### src/rtl/soc_stdout_pkg.sv
// Shared types and constants for the stdout AXI slave.
package soc_stdout_pkg;

  typedef enum logic [1:0] {
    W_IDLE,
    W_DATA,
    W_RESP
  } w_state_e;

  typedef enum logic {
    R_IDLE,
    R_DATA
  } r_state_e;

  localparam logic [1:0] RESP_OKAY   = 2'b00;
  // Reserved; this slave never reports errors.
  localparam logic [1:0] RESP_SLVERR = 2'b10;

endpackage

### src/rtl/stdout_char_fifo.sv
// Synchronous byte FIFO; a push into a full FIFO is taken when a pop happens in the same cycle.
module stdout_char_fifo #(
  parameter int unsigned DEPTH = 16
) (
  input  logic                     clk_i,
  input  logic                     rst_ni,
  input  logic                     push_i,
  input  logic                     pop_i,
  input  logic [7:0]               data_in_i,
  output logic [7:0]               data_out_o,
  output logic                     full_o,
  output logic                     empty_o,
  output logic [$clog2(DEPTH):0]   count_o
);

  localparam int unsigned PtrW = $clog2(DEPTH);
  localparam int unsigned CntW = PtrW + 1;

  logic [7:0]      mem_q [DEPTH];
  logic [PtrW-1:0] wr_ptr_q, rd_ptr_q;
  logic [CntW-1:0] count_q;
  logic            do_push, do_pop;

  assign empty_o = (count_q == '0);
  assign full_o  = (count_q == CntW'(DEPTH));
  assign do_pop  = pop_i && !empty_o;
  assign do_push = push_i && (!full_o || do_pop);

  assign data_out_o = mem_q[rd_ptr_q];
  assign count_o    = count_q;

  // Storage array, not reset: contents behind the pointers are meaningless after reset.
  always_ff @(posedge clk_i) begin
    if (do_push) begin
      mem_q[wr_ptr_q] <= data_in_i;
    end
  end

  // Pointers wrap naturally because DEPTH is a power of two.
  always_ff @(posedge clk_i) begin
    if (!rst_ni) begin
      wr_ptr_q <= '0;
      rd_ptr_q <= '0;
      count_q  <= '0;
    end else begin
      if (do_push) wr_ptr_q <= wr_ptr_q + PtrW'(1);
      if (do_pop)  rd_ptr_q <= rd_ptr_q + PtrW'(1);
      case ({do_push, do_pop})
        2'b10:   count_q <= count_q + CntW'(1);
        2'b01:   count_q <= count_q - CntW'(1);
        default: count_q <= count_q;
      endcase
    end
  end

endmodule

### src/rtl/soc_stdout_slave.sv
// AXI4 slave collecting stdout characters into a FIFO; reads return the fill level.
module soc_stdout_slave
  import soc_stdout_pkg::*;
#(
  parameter int unsigned AXI_ADDR_WIDTH = 32,
  parameter int unsigned AXI_DATA_WIDTH = 64,
  parameter int unsigned AXI_ID_WIDTH   = 10,
  parameter int unsigned AXI_USER_WIDTH = 6,
  parameter int unsigned FIFO_DEPTH     = 16
) (
  input  logic                          clk_i,
  input  logic                          rst_ni,
  // AW channel
  input  logic [AXI_ID_WIDTH-1:0]       slave_aw_id_i,
  input  logic [AXI_ADDR_WIDTH-1:0]     slave_aw_addr_i,
  input  logic [7:0]                    slave_aw_len_i,
  input  logic [2:0]                    slave_aw_size_i,
  input  logic [1:0]                    slave_aw_burst_i,
  input  logic                          slave_aw_lock_i,
  input  logic [3:0]                    slave_aw_cache_i,
  input  logic [2:0]                    slave_aw_prot_i,
  input  logic [3:0]                    slave_aw_qos_i,
  input  logic [3:0]                    slave_aw_region_i,
  input  logic [5:0]                    slave_aw_atop_i,
  input  logic [AXI_USER_WIDTH-1:0]     slave_aw_user_i,
  input  logic                          slave_aw_valid_i,
  output logic                          slave_aw_ready_o,
  // W channel
  input  logic [AXI_DATA_WIDTH-1:0]     slave_w_data_i,
  input  logic [AXI_DATA_WIDTH/8-1:0]   slave_w_strb_i,
  input  logic                          slave_w_last_i,
  input  logic [AXI_USER_WIDTH-1:0]     slave_w_user_i,
  input  logic                          slave_w_valid_i,
  output logic                          slave_w_ready_o,
  // B channel
  output logic [AXI_ID_WIDTH-1:0]       slave_b_id_o,
  output logic [1:0]                    slave_b_resp_o,
  output logic [AXI_USER_WIDTH-1:0]     slave_b_user_o,
  output logic                          slave_b_valid_o,
  input  logic                          slave_b_ready_i,
  // AR channel
  input  logic [AXI_ID_WIDTH-1:0]       slave_ar_id_i,
  input  logic [AXI_ADDR_WIDTH-1:0]     slave_ar_addr_i,
  input  logic [7:0]                    slave_ar_len_i,
  input  logic [2:0]                    slave_ar_size_i,
  input  logic [1:0]                    slave_ar_burst_i,
  input  logic                          slave_ar_lock_i,
  input  logic [3:0]                    slave_ar_cache_i,
  input  logic [2:0]                    slave_ar_prot_i,
  input  logic [3:0]                    slave_ar_qos_i,
  input  logic [3:0]                    slave_ar_region_i,
  input  logic [AXI_USER_WIDTH-1:0]     slave_ar_user_i,
  input  logic                          slave_ar_valid_i,
  output logic                          slave_ar_ready_o,
  // R channel
  output logic [AXI_ID_WIDTH-1:0]       slave_r_id_o,
  output logic [AXI_DATA_WIDTH-1:0]     slave_r_data_o,
  output logic [1:0]                    slave_r_resp_o,
  output logic                          slave_r_last_o,
  output logic [AXI_USER_WIDTH-1:0]     slave_r_user_o,
  output logic                          slave_r_valid_o,
  input  logic                          slave_r_ready_i,
  // Character stream
  output logic [7:0]                    char_o,
  output logic                          char_valid_o,
  input  logic                          char_ready_i,
  output logic [$clog2(FIFO_DEPTH):0]   fill_o
);

  localparam int unsigned StrbW = AXI_DATA_WIDTH / 8;
  localparam int unsigned FillW = $clog2(FIFO_DEPTH) + 1;

  w_state_e                w_state_q, w_state_d;
  r_state_e                r_state_q, r_state_d;
  logic [AXI_ID_WIDTH-1:0] aw_id_q, ar_id_q;
  logic [7:0]              ar_len_q, beat_q;

  logic             fifo_push, fifo_pop, fifo_full, fifo_empty;
  logic [7:0]       push_byte;
  logic [FillW-1:0] fill;

  // Address and attribute fields carry no meaning for a single-register console port.
  logic unused_inputs;
  assign unused_inputs = ^{slave_aw_addr_i, slave_aw_len_i, slave_aw_size_i, slave_aw_burst_i,
                           slave_aw_lock_i, slave_aw_cache_i, slave_aw_prot_i, slave_aw_qos_i,
                           slave_aw_region_i, slave_aw_atop_i, slave_aw_user_i, slave_w_user_i,
                           slave_ar_addr_i, slave_ar_size_i, slave_ar_burst_i, slave_ar_lock_i,
                           slave_ar_cache_i, slave_ar_prot_i, slave_ar_qos_i, slave_ar_region_i,
                           slave_ar_user_i};

  assign fifo_pop     = !fifo_empty && char_ready_i;
  assign char_valid_o = !fifo_empty;
  assign fill_o       = fill;

  // Priority encoder: the lowest enabled strobe lane selects the character byte.
  always_comb begin
    push_byte = '0;
    for (int k = StrbW - 1; k >= 0; k--) begin
      if (slave_w_strb_i[k]) push_byte = slave_w_data_i[8*k +: 8];
    end
  end

  // Write FSM next state and handshake outputs.
  always_comb begin
    w_state_d        = w_state_q;
    slave_aw_ready_o = 1'b0;
    slave_w_ready_o  = 1'b0;
    slave_b_valid_o  = 1'b0;
    fifo_push        = 1'b0;
    unique case (w_state_q)
      W_IDLE: begin
        slave_aw_ready_o = 1'b1;
        if (slave_aw_valid_i) w_state_d = W_DATA;
      end
      W_DATA: begin
        // A same-cycle pop frees a slot, so a full FIFO can still take a beat.
        slave_w_ready_o = !fifo_full || fifo_pop;
        if (slave_w_valid_i && slave_w_ready_o) begin
          fifo_push = |slave_w_strb_i;
          if (slave_w_last_i) w_state_d = W_RESP;
        end
      end
      W_RESP: begin
        slave_b_valid_o = 1'b1;
        if (slave_b_ready_i) w_state_d = W_IDLE;
      end
      default: w_state_d = W_IDLE;
    endcase
  end

  assign slave_b_id_o   = aw_id_q;
  assign slave_b_resp_o = RESP_OKAY;
  assign slave_b_user_o = '0;

  // Write FSM state and AW ID latch.
  always_ff @(posedge clk_i) begin
    if (!rst_ni) begin
      w_state_q <= W_IDLE;
      aw_id_q   <= '0;
    end else begin
      w_state_q <= w_state_d;
      if (w_state_q == W_IDLE && slave_aw_valid_i) aw_id_q <= slave_aw_id_i;
    end
  end

  // Read FSM next state and handshake outputs.
  always_comb begin
    r_state_d        = r_state_q;
    slave_ar_ready_o = 1'b0;
    slave_r_valid_o  = 1'b0;
    slave_r_last_o   = 1'b0;
    unique case (r_state_q)
      R_IDLE: begin
        slave_ar_ready_o = 1'b1;
        if (slave_ar_valid_i) r_state_d = R_DATA;
      end
      R_DATA: begin
        slave_r_valid_o = 1'b1;
        slave_r_last_o  = (beat_q == ar_len_q);
        if (slave_r_ready_i && slave_r_last_o) r_state_d = R_IDLE;
      end
      default: r_state_d = R_IDLE;
    endcase
  end

  assign slave_r_id_o   = ar_id_q;
  assign slave_r_data_o = {{(AXI_DATA_WIDTH - FillW){1'b0}}, fill};
  assign slave_r_resp_o = RESP_OKAY;
  assign slave_r_user_o = '0;

  // Read FSM state, AR ID/length latches and beat counter.
  always_ff @(posedge clk_i) begin
    if (!rst_ni) begin
      r_state_q <= R_IDLE;
      ar_id_q   <= '0;
      ar_len_q  <= '0;
      beat_q    <= '0;
    end else begin
      r_state_q <= r_state_d;
      if (r_state_q == R_IDLE && slave_ar_valid_i) begin
        ar_id_q  <= slave_ar_id_i;
        ar_len_q <= slave_ar_len_i;
        beat_q   <= '0;
      end else if (r_state_q == R_DATA && slave_r_ready_i && !slave_r_last_o) begin
        beat_q <= beat_q + 8'd1;
      end
    end
  end

  stdout_char_fifo #(
    .DEPTH (FIFO_DEPTH)
  ) u_fifo (
    .clk_i      (clk_i),
    .rst_ni     (rst_ni),
    .push_i     (fifo_push),
    .pop_i      (fifo_pop),
    .data_in_i  (push_byte),
    .data_out_o (char_o),
    .full_o     (fifo_full),
    .empty_o    (fifo_empty),
    .count_o    (fill)
  );

endmodule

### config.mk
export PLATFORM = sky130hd
export DESIGN_NAME = soc_stdout_slave
export DESIGN_NICKNAME = d
export VERILOG_FILES = /design/src/rtl/soc_stdout_pkg.sv /design/src/rtl/stdout_char_fifo.sv /design/src/rtl/soc_stdout_slave.sv
export SDC_FILE = /design/constraint.sdc
export NUM_CORES = 1
export LEC_CHECK = 0
export ABC_CLOCK_PERIOD_IN_PS = 4100
export CELL_PAD_IN_SITES_DETAIL_PLACEMENT = 0
export CELL_PAD_IN_SITES_GLOBAL_PLACEMENT = 2
export CORE_AREA = 2 2 182 184
export DETAILED_ROUTE_END_ITERATION = 10
export DIE_AREA = 0 0 184 186
export PLACE_DENSITY_LB_ADDON = 0.1
export REMOVE_ABC_BUFFERS = 1
export SLEW_MARGIN = 10
export SYNTH_ARGS = -nofsm -noshare
export SYNTH_HDL_FRONTEND = slang
export SYNTH_SLANG_ARGS = --single-unit
### constraint.sdc
create_clock -name clk_i -period 4.1 [get_ports clk_i]
set_input_delay 1.025 -clock clk_i [delete_from_list [all_inputs] [get_ports clk_i]]
set_output_delay 1.025 -clock clk_i [all_outputs]
set_load 0.1 [all_outputs]
==> impl_metrics.py <==
metrics = {
    "clocking": {
        "post_cts_resized": 0,
        "cts_buffers": 17,
        "cts_tree": "yes",
        "cts_max_level": 4,
        "cts_hold_buffers": 0,
        "cts.path.max_buffers": 2,
        "cts.clk_slew.worst_paths_ns": 0.07,
        "clk_root_buffer_cell": "clkbuf_16",
        "cts.sink_count": 184,
        "post-cts-setup-buffers": 0,
        "worst_skew_pair.late_latency_ns": 0.43,
    },
    "logic_synthesis": {
        "postSynthAreaPerCell_um2": 13.19,
        "distinct_cells_synth": 58,
        "ys_ff_latch": 184,
        "synth-edff-count": 128,
        "yosys-top-cells-area": "edfxtp_1 (45%), dfxtp_1 (13%), mux4_2 (11%)",
        "ys_seq_area_frac": 0.5790,
        "synth_largest_area_cell": "edfxtp_1",
        "ys_warn_count": 0,
        "synthesis.instances": 650,
        "asyncSetResetFlopFracSynth": 0,
        "yosys_most_used_dff": "edfxtp_1",
        "netlist.area_leader.share": 0.4483,
        "synth.cell_area_um2": 8574,
    },
    "final_layout": {
        "mostFrequentLayoutCell": "clkdlybuf4s50_1",
        "nNetsFinal": 1073,
        "most_frequent_cells_in_the_layout": "clkdlybuf4s50_1 (142), edfxtp_1 (128), nand2_1 (83), conb_1 (75), dfxtp_1 (55)",
        "final_core_util": 0.3394,
        "final_design_area_no_fill_um2": 10930,
        "final_layout_size_suffix_gt1_frac": 0.1522,
        "growth_of_design_area_from_synthesis_to_finish_pct": 27.48,
        "antenna_cells": 0,
    },
    "timing": {
        "worst_pin_slew_ns": 1.003,
        "hold_viol_final": 0,
        "finalCriticalPeriod_ns": 3.800,
        "rsz0062_at_grt": "false",
        "slew_violations": 0,
        "setup_tns_ns": 0,
        "maxClockFrequency_mhz": 263.1,
        "final-setup-viol-count": 0,
        "layout_worst_path_cycle_share": 0.9269,
        "relSlewSlack": 0.3294,
        "timing.clock.skew_ns": 0.01007,
    },
    "die": {
        "floorplan.initialDensity": 0.2662,
        "dieHeight_um": 186,
        "die_area_um2": 34220,
        "dieWidth_um": 184,
        "design.core.area_um2": 32210,
        "ioPinCount": 367,
        "number_of_core_rows": 66,
    },
    "hold_path": {
        "hold-path-endpoint": "slave_r_id_o[6]",
        "worst_hold_path_type": "reg2reg",
        "worstHoldStart": "slave_r_id_o[6]",
        "hold-path-cell-count": 2,
    },
    "placement": {
        "portBuffers": 153,
        "placed_cell_area_um2": 10370,
        "detailed_place_hpwl_um": 15860,
        "gp_routability_congestion": 0.7392,
    },
    "routing": {
        "final_antenna_net_count": 0,
        "per_cell_via_count_in_the_routed_design": 4.417,
        "drc_violations": 0,
        "num_vias": 5459,
        "drt-initial-drc-count": 215,
        "routed_wl_um": 22170,
        "routedWlPerCell_um": 17.94,
        "drt_pass1_iterations": 7,
    },
    "power_and_ir_drop": {
        "report.power.total_mw": 5.593,
        "switchingPower_mw": 2.132,
        "comb_power_share": 0.336,
        "peak_supply_drop_mv": 0.4261,
        "p_per_area_nw_per_um2": 511.7,
        "netSwitchingFraction": 0.3812,
        "relative_contribution_of_the_clock_network_to_total_power": 0.282,
        "internal_power_mw": 3.461,
        "seq_power_share": 0.382,
        "p_leak_nw": 3.807,
    },
    "flow_run": {
        "timing.max_cap.violations": 0,
    },
    "worst_setup_path": {
        "ff2ff_path_depth": 12,
        "timing.rr.end": "u_fifo.count_o[4]",
        "cp_max_fo": 2,
        "worst_ep_required_time_ns": 4.43,
        "critPathLaunch": "slave_w_strb_i[5]",
        "rrSetupSlack_ns": 0.86,
        "worst_setup_path_end_kind": "flip-flop",
        "critPathLaunchType": "input port",
        "worstPathArrival_ns": 4.13,
        "worst_r2r_startpoint": "u_fifo.count_o[1]",
        "timing_worst_setup_path_type": "in2reg",
    },
    "outcome": {
        "status": "completed",
    },
    "grt": {
        "grt_start_max_net_pins": 33,
        "grt_remaining_overflow": 0,
        "gr-usage-all-layers": 0.1304,
        "global_route_wire_length_before_repair_um": 33060,
        "grt_pass1_vias": 5641,
        "grt_antenna_before_repair": 0,
    },
}
[logic make-up after synthesis]
family | synth area share
flops | 0.5790
simple gates | 0.09762
buf+inv | 0.09120
compound gates | 0.08799
mux | 0.1097
xor+xnor | 0.01941
fa+ha+maj | 0.01459
other cells | 0.0004373
[metal layers]
metal	track usage	share of wire	up-vias	routed length [um]
li1	-	-	2595	-
met2	0.2158	0.48	158	10580
met5	0	0	-	0
met4	0.03072	0.0083	0	184
met1	0.1664	0.45	2693	9939
met3	0.04109	0.066	13	1466
[power by group through the flow]
stage	Combinational (mW)	Sequential, mW	Clock, mW
5_1_grt	1.97	2.15	1.71
3_5_place_dp	1.89	2.18	0
6_report	1.88	2.14	1.58
4_1_cts	1.89	2.14	1.63
3_3_place_gp	1.87	2.18	0
2_1_floorplan	1.03	2.52	0
[flip-flops by register name, indices dropped and copies added, names as in the netlist, named ones only]
name,flops
w_state_q,2
u_fifo.mem_q,128
ar_len_q,8
slave_b_id_o,10
u_fifo.count_o,5
beat_q,8
u_fifo.wr_ptr_q,4
slave_r_id_o,10
r_state_q,1
u_fifo.rd_ptr_q,4
[synth_stat cells (13+ instances only)]
cell type	count
edfxtp_1	128
nand2_1	83
buf_4	80
dfxtp_1	56
mux4_2	40
a21boi_0	29
clkbuf_1	21
nor2b_1	19
a21oi_1	16
xnor2_1	16
a221oi_1	13
[per-stage QoR]
stage / hold slack [ns] / setup WS [ns] / std cells
CTS: 0.4696 / 0.2729 / 1236
global placement: 0.4485 / -0.1263 / 1205
global route: 0.4852 / 0.1101 / 1236
floorplan: 0.4560 / -0.8751 / 614
detailed placement: 0.4603 / -0.1744 / 1205
finish: 0.4654 / 0.2996 / 1236
[worst max-delay path: stages]
cell and delay, ns:
clkdlybuf4s50_1 0.42, nor4_1 0.63, a31oi_1 0.22, and2_4 0.22
inv_1 0.08, ha_1 0.19, xor2_1 0.08, ha_1 0.21
a211o_2 0.30, a211o_1 0.30, a31oi_1 0.22, xnor2_1 0.09
and2_1 0.15
[final cells by class]
class	instances	area [um^2]
fill	3233	21280
sequential	184	4966
multi-input combinational	420	3112
timing repair buffer	183	1754
tap	408	510.5
clock buffer	19	432.9
clock inverter	12	117.6
inverter	10	37.54
[worst max path at each step]
stage                        end  cells past startpoint
2_1_floorplan     slave_r_last_o                      2
3_3_place_gp   u_fifo.count_o[4]                     13
3_5_place_dp   u_fifo.count_o[4]                     13
4_1_cts        u_fifo.count_o[4]                     13
5_1_grt        u_fifo.count_o[4]                     13
6_report       u_fifo.count_o[4]                     13
No activity file was read; power rests on OpenSTA's default activity.
